`src/rtl/cart_mapper_pkg.sv`:
```
// +--------------------------------------------------------------+
// | cart_mapper_pkg: mapper types, address-window constants      |
// | Rev 1.0                                                       |
// +--------------------------------------------------------------+
`default_nettype none

package cart_mapper_pkg;

    typedef enum logic [1:0] {
        KONAMI     = 2'd0,
        KONAMI_SCC = 2'd1,
        ASCII8     = 2'd2,
        ASCII16    = 2'd3
    } mapper_t;

    localparam logic [15:0] C_WIN_LO = 16'h4000;
    localparam logic [15:0] C_WIN_HI = 16'hC000;

    // Bank-switch windows as addr[15:11] prefixes (2 KB granularity)
    localparam logic [4:0] C_KSCC_B0 = 5'b01010;  // 5000-57FF
    localparam logic [4:0] C_KSCC_B1 = 5'b01110;  // 7000-77FF
    localparam logic [4:0] C_KSCC_B2 = 5'b10010;  // 9000-97FF
    localparam logic [4:0] C_KSCC_B3 = 5'b10110;  // B000-B7FF
    localparam logic [4:0] C_A16_B2  = 5'b01110;  // 7000-77FF
    localparam logic [4:0] C_SCC_WIN = 5'b10011;  // 9800-9FFF
    localparam logic [5:0] C_SCC_KEY = 6'h3F;

    function automatic logic [7:0] bank_reset_value(input mapper_t m, input logic [1:0] idx);
        return ((m == KONAMI) || (m == KONAMI_SCC)) ? {6'd0, idx} : 8'd0;
    endfunction

endpackage

`default_nettype wire

```
`src/rtl/cart_mapper_gen_if.sv`:
```
// +--------------------------------------------------------------+
// | cart_mapper_gen_if: CPU-side bus and translated ROM address  |
// | Rev 1.0                                                       |
// +--------------------------------------------------------------+
`default_nettype none

interface cart_mapper_gen_if #(
    parameter int NUM_SLOTS = 2,
    parameter int ADDR_W    = 25
);
    localparam int SLOT_W = (NUM_SLOTS > 1) ? $clog2(NUM_SLOTS) : 1;

    logic [15:0]       addr;
    logic [7:0]        d_from_cpu;
    logic              wr;
    logic              cs;
    logic [SLOT_W-1:0] slot;
    logic [ADDR_W-1:0] mem_addr;
    logic              mem_unmaped;
    logic              scc_sel;

    modport master (
        output addr, d_from_cpu, wr, cs, slot,
        input  mem_addr, mem_unmaped, scc_sel
    );

    modport slave (
        input  addr, d_from_cpu, wr, cs, slot,
        output mem_addr, mem_unmaped, scc_sel
    );
endinterface

`default_nettype wire

```
`src/rtl/cart_mapper_wdec.sv`:
```
// +--------------------------------------------------------------+
// | cart_mapper_wdec: bank-register write decoder per mapper     |
// | Rev 1.0                                                       |
// +--------------------------------------------------------------+
`default_nettype none

module cart_mapper_wdec
    import cart_mapper_pkg::*;
(
    input  mapper_t     mode,
    input  logic [15:0] addr,
    input  logic        wr_en,
    output logic [3:0]  we,
    output logic        scc_update
);

    always_comb begin
        we = 4'b0000;
        if (wr_en) begin
            case (mode)
                KONAMI: begin
                    // bank0 is hard-wired to page 0 on plain Konami
                    case (addr[15:13])
                        3'd3:    we[1] = 1'b1;
                        3'd4:    we[2] = 1'b1;
                        3'd5:    we[3] = 1'b1;
                        default: ;
                    endcase
                end
                KONAMI_SCC: begin
                    case (addr[15:11])
                        C_KSCC_B0: we[0] = 1'b1;
                        C_KSCC_B1: we[1] = 1'b1;
                        C_KSCC_B2: we[2] = 1'b1;
                        C_KSCC_B3: we[3] = 1'b1;
                        default:   ;
                    endcase
                end
                ASCII8: begin
                    if (addr[15:13] == 3'd3)
                        we[addr[12:11]] = 1'b1;
                end
                ASCII16: begin
                    // 6000-6FFF selects the low page, 7000-77FF the high page
                    if (addr[15:12] == 4'h6)
                        we[0] = 1'b1;
                    else if (addr[15:11] == C_A16_B2)
                        we[2] = 1'b1;
                end
                default: ;
            endcase
        end
    end

    assign scc_update = (mode == KONAMI_SCC) & we[2];

endmodule

`default_nettype wire

```
`src/rtl/cart_mapper_gen.sv`:
```
// +--------------------------------------------------------------+
// | cart_mapper_gen: multi-slot MSX ROM mapper (Konami/SCC/ASCII)|
// | Rev 1.0                                                       |
// +--------------------------------------------------------------+
`default_nettype none

module cart_mapper_gen
    import cart_mapper_pkg::*;
#(
    parameter int NUM_SLOTS = 2,
    parameter int BANK_W    = 8,
    parameter int ADDR_W    = 25
) (
    input  logic                                clk,
    input  logic                                reset_n,
    input  logic [NUM_SLOTS-1:0][1:0]           mode,
    input  logic [NUM_SLOTS-1:0][ADDR_W-1:0]    rom_size,
    cart_mapper_gen_if.slave                    bus
);

    localparam int SLOT_W = (NUM_SLOTS > 1) ? $clog2(NUM_SLOTS) : 1;

    logic [NUM_SLOTS-1:0][3:0][BANK_W-1:0] r_bank;
    logic [NUM_SLOTS-1:0]                  r_scc_en;
    logic [NUM_SLOTS-1:0][1:0]             r_mode;

    mapper_t                 w_mode;
    logic [ADDR_W-1:0]       w_rom_size;
    logic                    w_scc_en;
    logic [3:0][BANK_W-1:0]  w_banks;
    logic [3:0]              w_we;
    logic                    w_scc_update;
    logic [2:0]              w_win;
    logic [1:0]              w_idx;
    logic [BANK_W+13:0]      w_full;
    logic [ADDR_W-1:0]       w_mem_addr;
    logic                    w_scc_sel;

    always_comb begin
        w_mode     = KONAMI;
        w_rom_size = '0;
        w_scc_en   = 1'b0;
        w_banks    = '0;
        for (int s = 0; s < NUM_SLOTS; s++) begin
            if (bus.slot == SLOT_W'(s)) begin
                w_mode     = mapper_t'(mode[s]);
                w_rom_size = rom_size[s];
                w_scc_en   = r_scc_en[s];
                w_banks    = r_bank[s];
            end
        end
    end

    cart_mapper_wdec u_wdec (
        .mode       (w_mode),
        .addr       (bus.addr),
        .wr_en      (bus.cs & bus.wr),
        .we         (w_we),
        .scc_update (w_scc_update)
    );

    always_ff @(posedge clk) begin
        for (int s = 0; s < NUM_SLOTS; s++) begin
            // A mode change reloads defaults and swallows any concurrent write
            if (!reset_n || (r_mode[s] != mode[s])) begin
                r_mode[s]   <= mode[s];
                r_scc_en[s] <= 1'b0;
                for (int b = 0; b < 4; b++)
                    r_bank[s][b] <= BANK_W'(bank_reset_value(mapper_t'(mode[s]), 2'(b)));
            end else if (bus.slot == SLOT_W'(s)) begin
                for (int b = 0; b < 4; b++)
                    if (w_we[b])
                        r_bank[s][b] <= BANK_W'(bus.d_from_cpu);
                if (w_scc_update)
                    r_scc_en[s] <= (bus.d_from_cpu[5:0] == C_SCC_KEY);
            end
        end
    end

    assign w_win = bus.addr[15:13] - 3'd2;
    assign w_idx = (w_mode == ASCII16) ? (w_win[1:0] & 2'b10) : w_win[1:0];

    always_comb begin
        if (w_mode == ASCII16)
            w_full = {w_banks[w_idx], bus.addr[13:0]};
        else
            w_full = {1'b0, w_banks[w_idx], bus.addr[12:0]};
    end

    assign w_mem_addr = ADDR_W'(w_full);
    assign w_scc_sel  = bus.cs & w_scc_en & (bus.addr[15:11] == C_SCC_WIN);

    assign bus.mem_addr    = w_mem_addr;
    assign bus.scc_sel     = w_scc_sel;
    assign bus.mem_unmaped = bus.cs & ~w_scc_sel &
                             ((bus.addr < C_WIN_LO) | (bus.addr >= C_WIN_HI) |
                              (w_mem_addr >= w_rom_size));

endmodule

`default_nettype wire

```
`src/flat_wrapper.sv`:
```
// flat-port wrapper written by rule: the top's interface ports become plain ports
module cart_mapper_gen_flat import cart_mapper_pkg::*;
#(
    parameter int NUM_SLOTS = 2,
    parameter int BANK_W    = 8,
    parameter int ADDR_W    = 25
)
  (clk, reset_n, mode, rom_size, bus_addr, bus_d_from_cpu, bus_wr, bus_cs, bus_slot, bus_mem_addr, bus_mem_unmaped, bus_scc_sel);
  cart_mapper_gen_if #(.NUM_SLOTS(NUM_SLOTS), .ADDR_W(ADDR_W)) bus_i ();
  input  logic clk;
  input  logic reset_n;
  input  logic [NUM_SLOTS-1:0][1:0] mode;
  input  logic [NUM_SLOTS-1:0][ADDR_W-1:0] rom_size;
  input wire logic [$bits(bus_i.addr)-1:0] bus_addr;
  input wire logic [$bits(bus_i.d_from_cpu)-1:0] bus_d_from_cpu;
  input wire logic [$bits(bus_i.wr)-1:0] bus_wr;
  input wire logic [$bits(bus_i.cs)-1:0] bus_cs;
  input wire logic [$bits(bus_i.slot)-1:0] bus_slot;
  output wire logic [$bits(bus_i.mem_addr)-1:0] bus_mem_addr;
  output wire logic [$bits(bus_i.mem_unmaped)-1:0] bus_mem_unmaped;
  output wire logic [$bits(bus_i.scc_sel)-1:0] bus_scc_sel;
  assign bus_i.addr = bus_addr;
  assign bus_i.d_from_cpu = bus_d_from_cpu;
  assign bus_i.wr = bus_wr;
  assign bus_i.cs = bus_cs;
  assign bus_i.slot = bus_slot;
  assign bus_mem_addr = bus_i.mem_addr;
  assign bus_mem_unmaped = bus_i.mem_unmaped;
  assign bus_scc_sel = bus_i.scc_sel;
  cart_mapper_gen #(.NUM_SLOTS(NUM_SLOTS), .BANK_W(BANK_W), .ADDR_W(ADDR_W)) u_core (.clk(clk), .reset_n(reset_n), .mode(mode), .rom_size(rom_size), .bus(bus_i));
endmodule
```
`config.mk`:
```
export PLATFORM = sky130hd
export DESIGN_NAME = cart_mapper_gen_flat
export DESIGN_NICKNAME = d
export VERILOG_FILES = /design/src/rtl/cart_mapper_pkg.sv /design/src/rtl/cart_mapper_gen_if.sv /design/src/rtl/cart_mapper_wdec.sv /design/src/rtl/cart_mapper_gen.sv /design/src/flat_wrapper.sv
export SDC_FILE = /design/constraint.sdc
export NUM_CORES = 1
export LEC_CHECK = 0
export BUFFER_PORTS_ARGS = -buffer_cell sky130_fd_sc_hd__buf_2
export CAP_MARGIN = 0
export CORE_ASPECT_RATIO = 0.5
export CORE_MARGIN = 3
export CORE_UTILIZATION = 49
export CTS_CLUSTER_SIZE = 20
export DETAILED_ROUTE_END_ITERATION = 7
export PLACE_DENSITY = 0.84
export SYNTH_ARGS = -nofsm -noshare
export SYNTH_HDL_FRONTEND = slang
export SYNTH_SLANG_ARGS = --single-unit
```
`constraint.sdc`:
```
create_clock -name clk -period 2.98 [get_ports clk]
set_clock_uncertainty 0.2 [all_clocks]
set_input_delay 0.298 -clock clk [delete_from_list [all_inputs] [get_ports clk]]
set_output_delay 0.298 -clock clk [all_outputs]
set_load 0.1 [all_outputs]
```
==> metrics.txt <==
status=complete, but fails checks; failing checks=negative setup slack; final std cells w/o fill=630; Synth area leaders=edfxtp_1 (36%), dfxtp_1 (8.4%), mux4_2 (8.4%); CTS max path bufs=2; clk sink count=70; via/cell ratio=6.35; post-route setup slack=-0.731 ns; CP Launch Type=primary input; Total Wirelength=14900 um; crit share post-route=1.25; WP data required=2.48 ns; Total Neg Setup Slack=-0.731 ns; most common cell in the netlist=edfxtp_1; io pins=110; Syn Area/Cell=11.6 um^2; DPL Wire Length=9490 um; dpl ws=-0.803 ns; cell count after placement=608; Critical Path AT=3.21 ns; Yosys top cell area share=0.363; HP Class=in -> reg; Hold Violations, Final=0; nets@finish=619; Crit Path Max Fanout=7; GPL Wtd Cong=0.954; Synthesis Warnings=0; Max Slew Vio Count=0; final core utilization=0.710; CP endpoint kind=primary output; root buffer cell=clkbuf_16; antenna cells=0; Post-synth EDFFs=52; Async SR Flop Fraction=0; MaxCap Viol Count=0; Die Y=72.2 um; Rows=23; Leak=2.57 nW; area leader, netlist=edfxtp_1; Post-synth top cells=edfxtp_1 (52), nand2_1 (32), mux2i_1 (25); IR drop worst, VDD=0.000269 V; Die Span X=138 um; area of the multi-input gates=2330 um^2; wire per inst=23.6 um; WS Path Type=in -> out; # fillers=495; antenna-violating nets left=0; Synth Register Bits=70; overall fraction of global-route tracks in use=0.283; TritonCTS Buffers=9; largest net degree at the start of global routing=20; Seq/Total Area, Yosys=0.447; clock transition at the registers of the reported paths=0.06 ns; post-synth cell types=59; Slew HR=0.369; Post-route DRC=0; Final min period=3.71 ns; Critical Path Max Stage Delay=0.57 ns; total grt overflow=0; detailed-route via count=4000; predominant post-synthesis flop cell=edfxtp_1; Mapped Area=4300 um^2; Starting DRT DRC Count=560; first-pass GRT wire length=21800 um; CP max stage cell=mux4_2; final-report setup violation count=1; worst skew pair latency=0.33 ns; register area=1920 um^2; Pwr Total=3.02 mW; first-pass iteration count of the detailed router=6; RSZ-0062 raised after global routing=yes; Worst R2R Setup Slack=0.83 ns; layout cells sized above 1=0.444; Area growth, synth to finish=36.4%; worst-margin pin slew=0.943 ns; Port Buf Inserts=106; H-Tree Depth=3; Core ar.=8260 um^2; initial core utilization=0.521; Max Clk Rate=269 MHz; Power Density=516 nW/um^2; critical-path cell list=buf_2 -> a21boi_4 -> buf_8 -> mux4_2 -> a22o_1 -> a221o_4 -> ha_4 -> nand4_1 -> nor4_2 -> a21o_1 -> o211ai_1 -> nand3_4 -> buf_12; die footprint=10000 um^2; CTS tree=yes; vias in the first global route=3982; initial antenna violation count=0; Post-Syn Instances=372
==> per-layer routing <==
layer  share of wire  up-vias  global-route usage
met5               0        -                   0
met4           0.056        0               0.154
met3            0.12       92              0.0922
met2            0.47      338               0.489
met1            0.36     1862               0.321
li1                -     1708                   -
==> sequential cells by signal, indices dropped and copies added, names as in the netlist <==
| name | flops |
|---|---|
| u_core.r_mode | 4 |
| u_core.r_scc_en | 2 |
| u_core.r_bank | 64 |
==> final timing paths <==
path                      from                 to  cells after the start
max                    mode[1]    bus_mem_unmaped                     13
min          bus_d_from_cpu[6]  u_core.r_bank[38]                      3
max reg2reg   u_core.r_mode[0]  u_core.r_bank[18]                      4
min reg2reg  u_core.r_bank[33]  u_core.r_bank[33]                      2
==> layout make-up <==
type,count,share of cell area
inverters,7,0.00448
well taps,112,0.0239
repair buffers,165,0.199
flip-flops and latches,70,0.328
clock buffers,15,0.0474
clock inverters,1,0.000853
multi-input cells,260,0.397
==> critical path: cells and delay by family <==
family / cells / cell delay [ns]
buf+inv: 3 / 0.46
mux: 1 / 0.57
compound gates: 5 / 1.07
simple gates: 3 / 0.53
fa+ha+maj: 1 / 0.28
==> metrics by stage <==
| stage | hold WS (ns) | instance area (um^2) |
|---|---|---|
| floorplan | 0.197 | 4480 |
| global placement | 0.242 | 5420 |
| detailed placement | 0.242 | 5420 |
| CTS | 0.0419 | 5780 |
| global route | 0.0939 | 5870 |
| finish | 0.0436 | 5870 |
==> cells by family after synthesis <==
kind of cell / synth area share
buf+inv: 0.0637
mux: 0.153
xor+xnor: 0.00815
compound gates: 0.120
simple gates: 0.140
other cells: 0.000872
flops: 0.447
fa+ha+maj: 0.0669
==> what timing repair did <==
| action | in CTS | in global routing |
|---|---|---|
| setup endpoints to repair | 1 | 1 |
| resized for setup | 16 | 8 |
| pin swaps | 12 | 9 |
| buffers inserted | 1 | 5 |
| hold buffers | 0 | 0 |
==> where the power goes <==
part           switching [mW]  internal, mW  leakage, nW  total, mW
clock network           0.375         0.631        0.140       1.01
registers              0.0279          1.13        0.737       1.16
logic                   0.519         0.342         1.70      0.861
==> cell usage in the layout (no fill, tap or decap), types with 3 or more instances in the layout <==
| master | netlist | final |
|---|---|---|
| buf_2 | 3 | 93 |
| buf_4 | 16 | 56 |
| edfxtp_1 | 52 | 52 |
| nand2_1 | 32 | 30 |
| mux2i_1 | 25 | 25 |
| o21ai_0 | 23 | 22 |
| and3_1 | 19 | 19 |
| nand3_1 | 20 | 19 |
| ha_1 | 23 | 18 |
| dfxtp_1 | 18 | 18 |
| mux4_2 | 16 | 16 |
| nor2_1 | 11 | 11 |
| buf_12 | 0 | 10 |
| clkbuf_16 | 0 | 9 |
| a21oi_1 | 9 | 8 |
| inv_1 | 7 | 7 |
| a22o_1 | 6 | 6 |
| a221o_4 | 0 | 6 |
| nand4_1 | 5 | 5 |
| ha_4 | 0 | 5 |
| xnor2_1 | 4 | 4 |
| o21bai_1 | 4 | 4 |
| nor3_1 | 4 | 4 |
| buf_8 | 0 | 4 |
| mux2_2 | 3 | 3 |
| or3_1 | 3 | 3 |
| conb_1 | 1 | 3 |
| clkbuf_8 | 0 | 3 |
| clkbuf_1 | 10 | 3 |
Note: power is estimated with default switching activity, not from simulation.
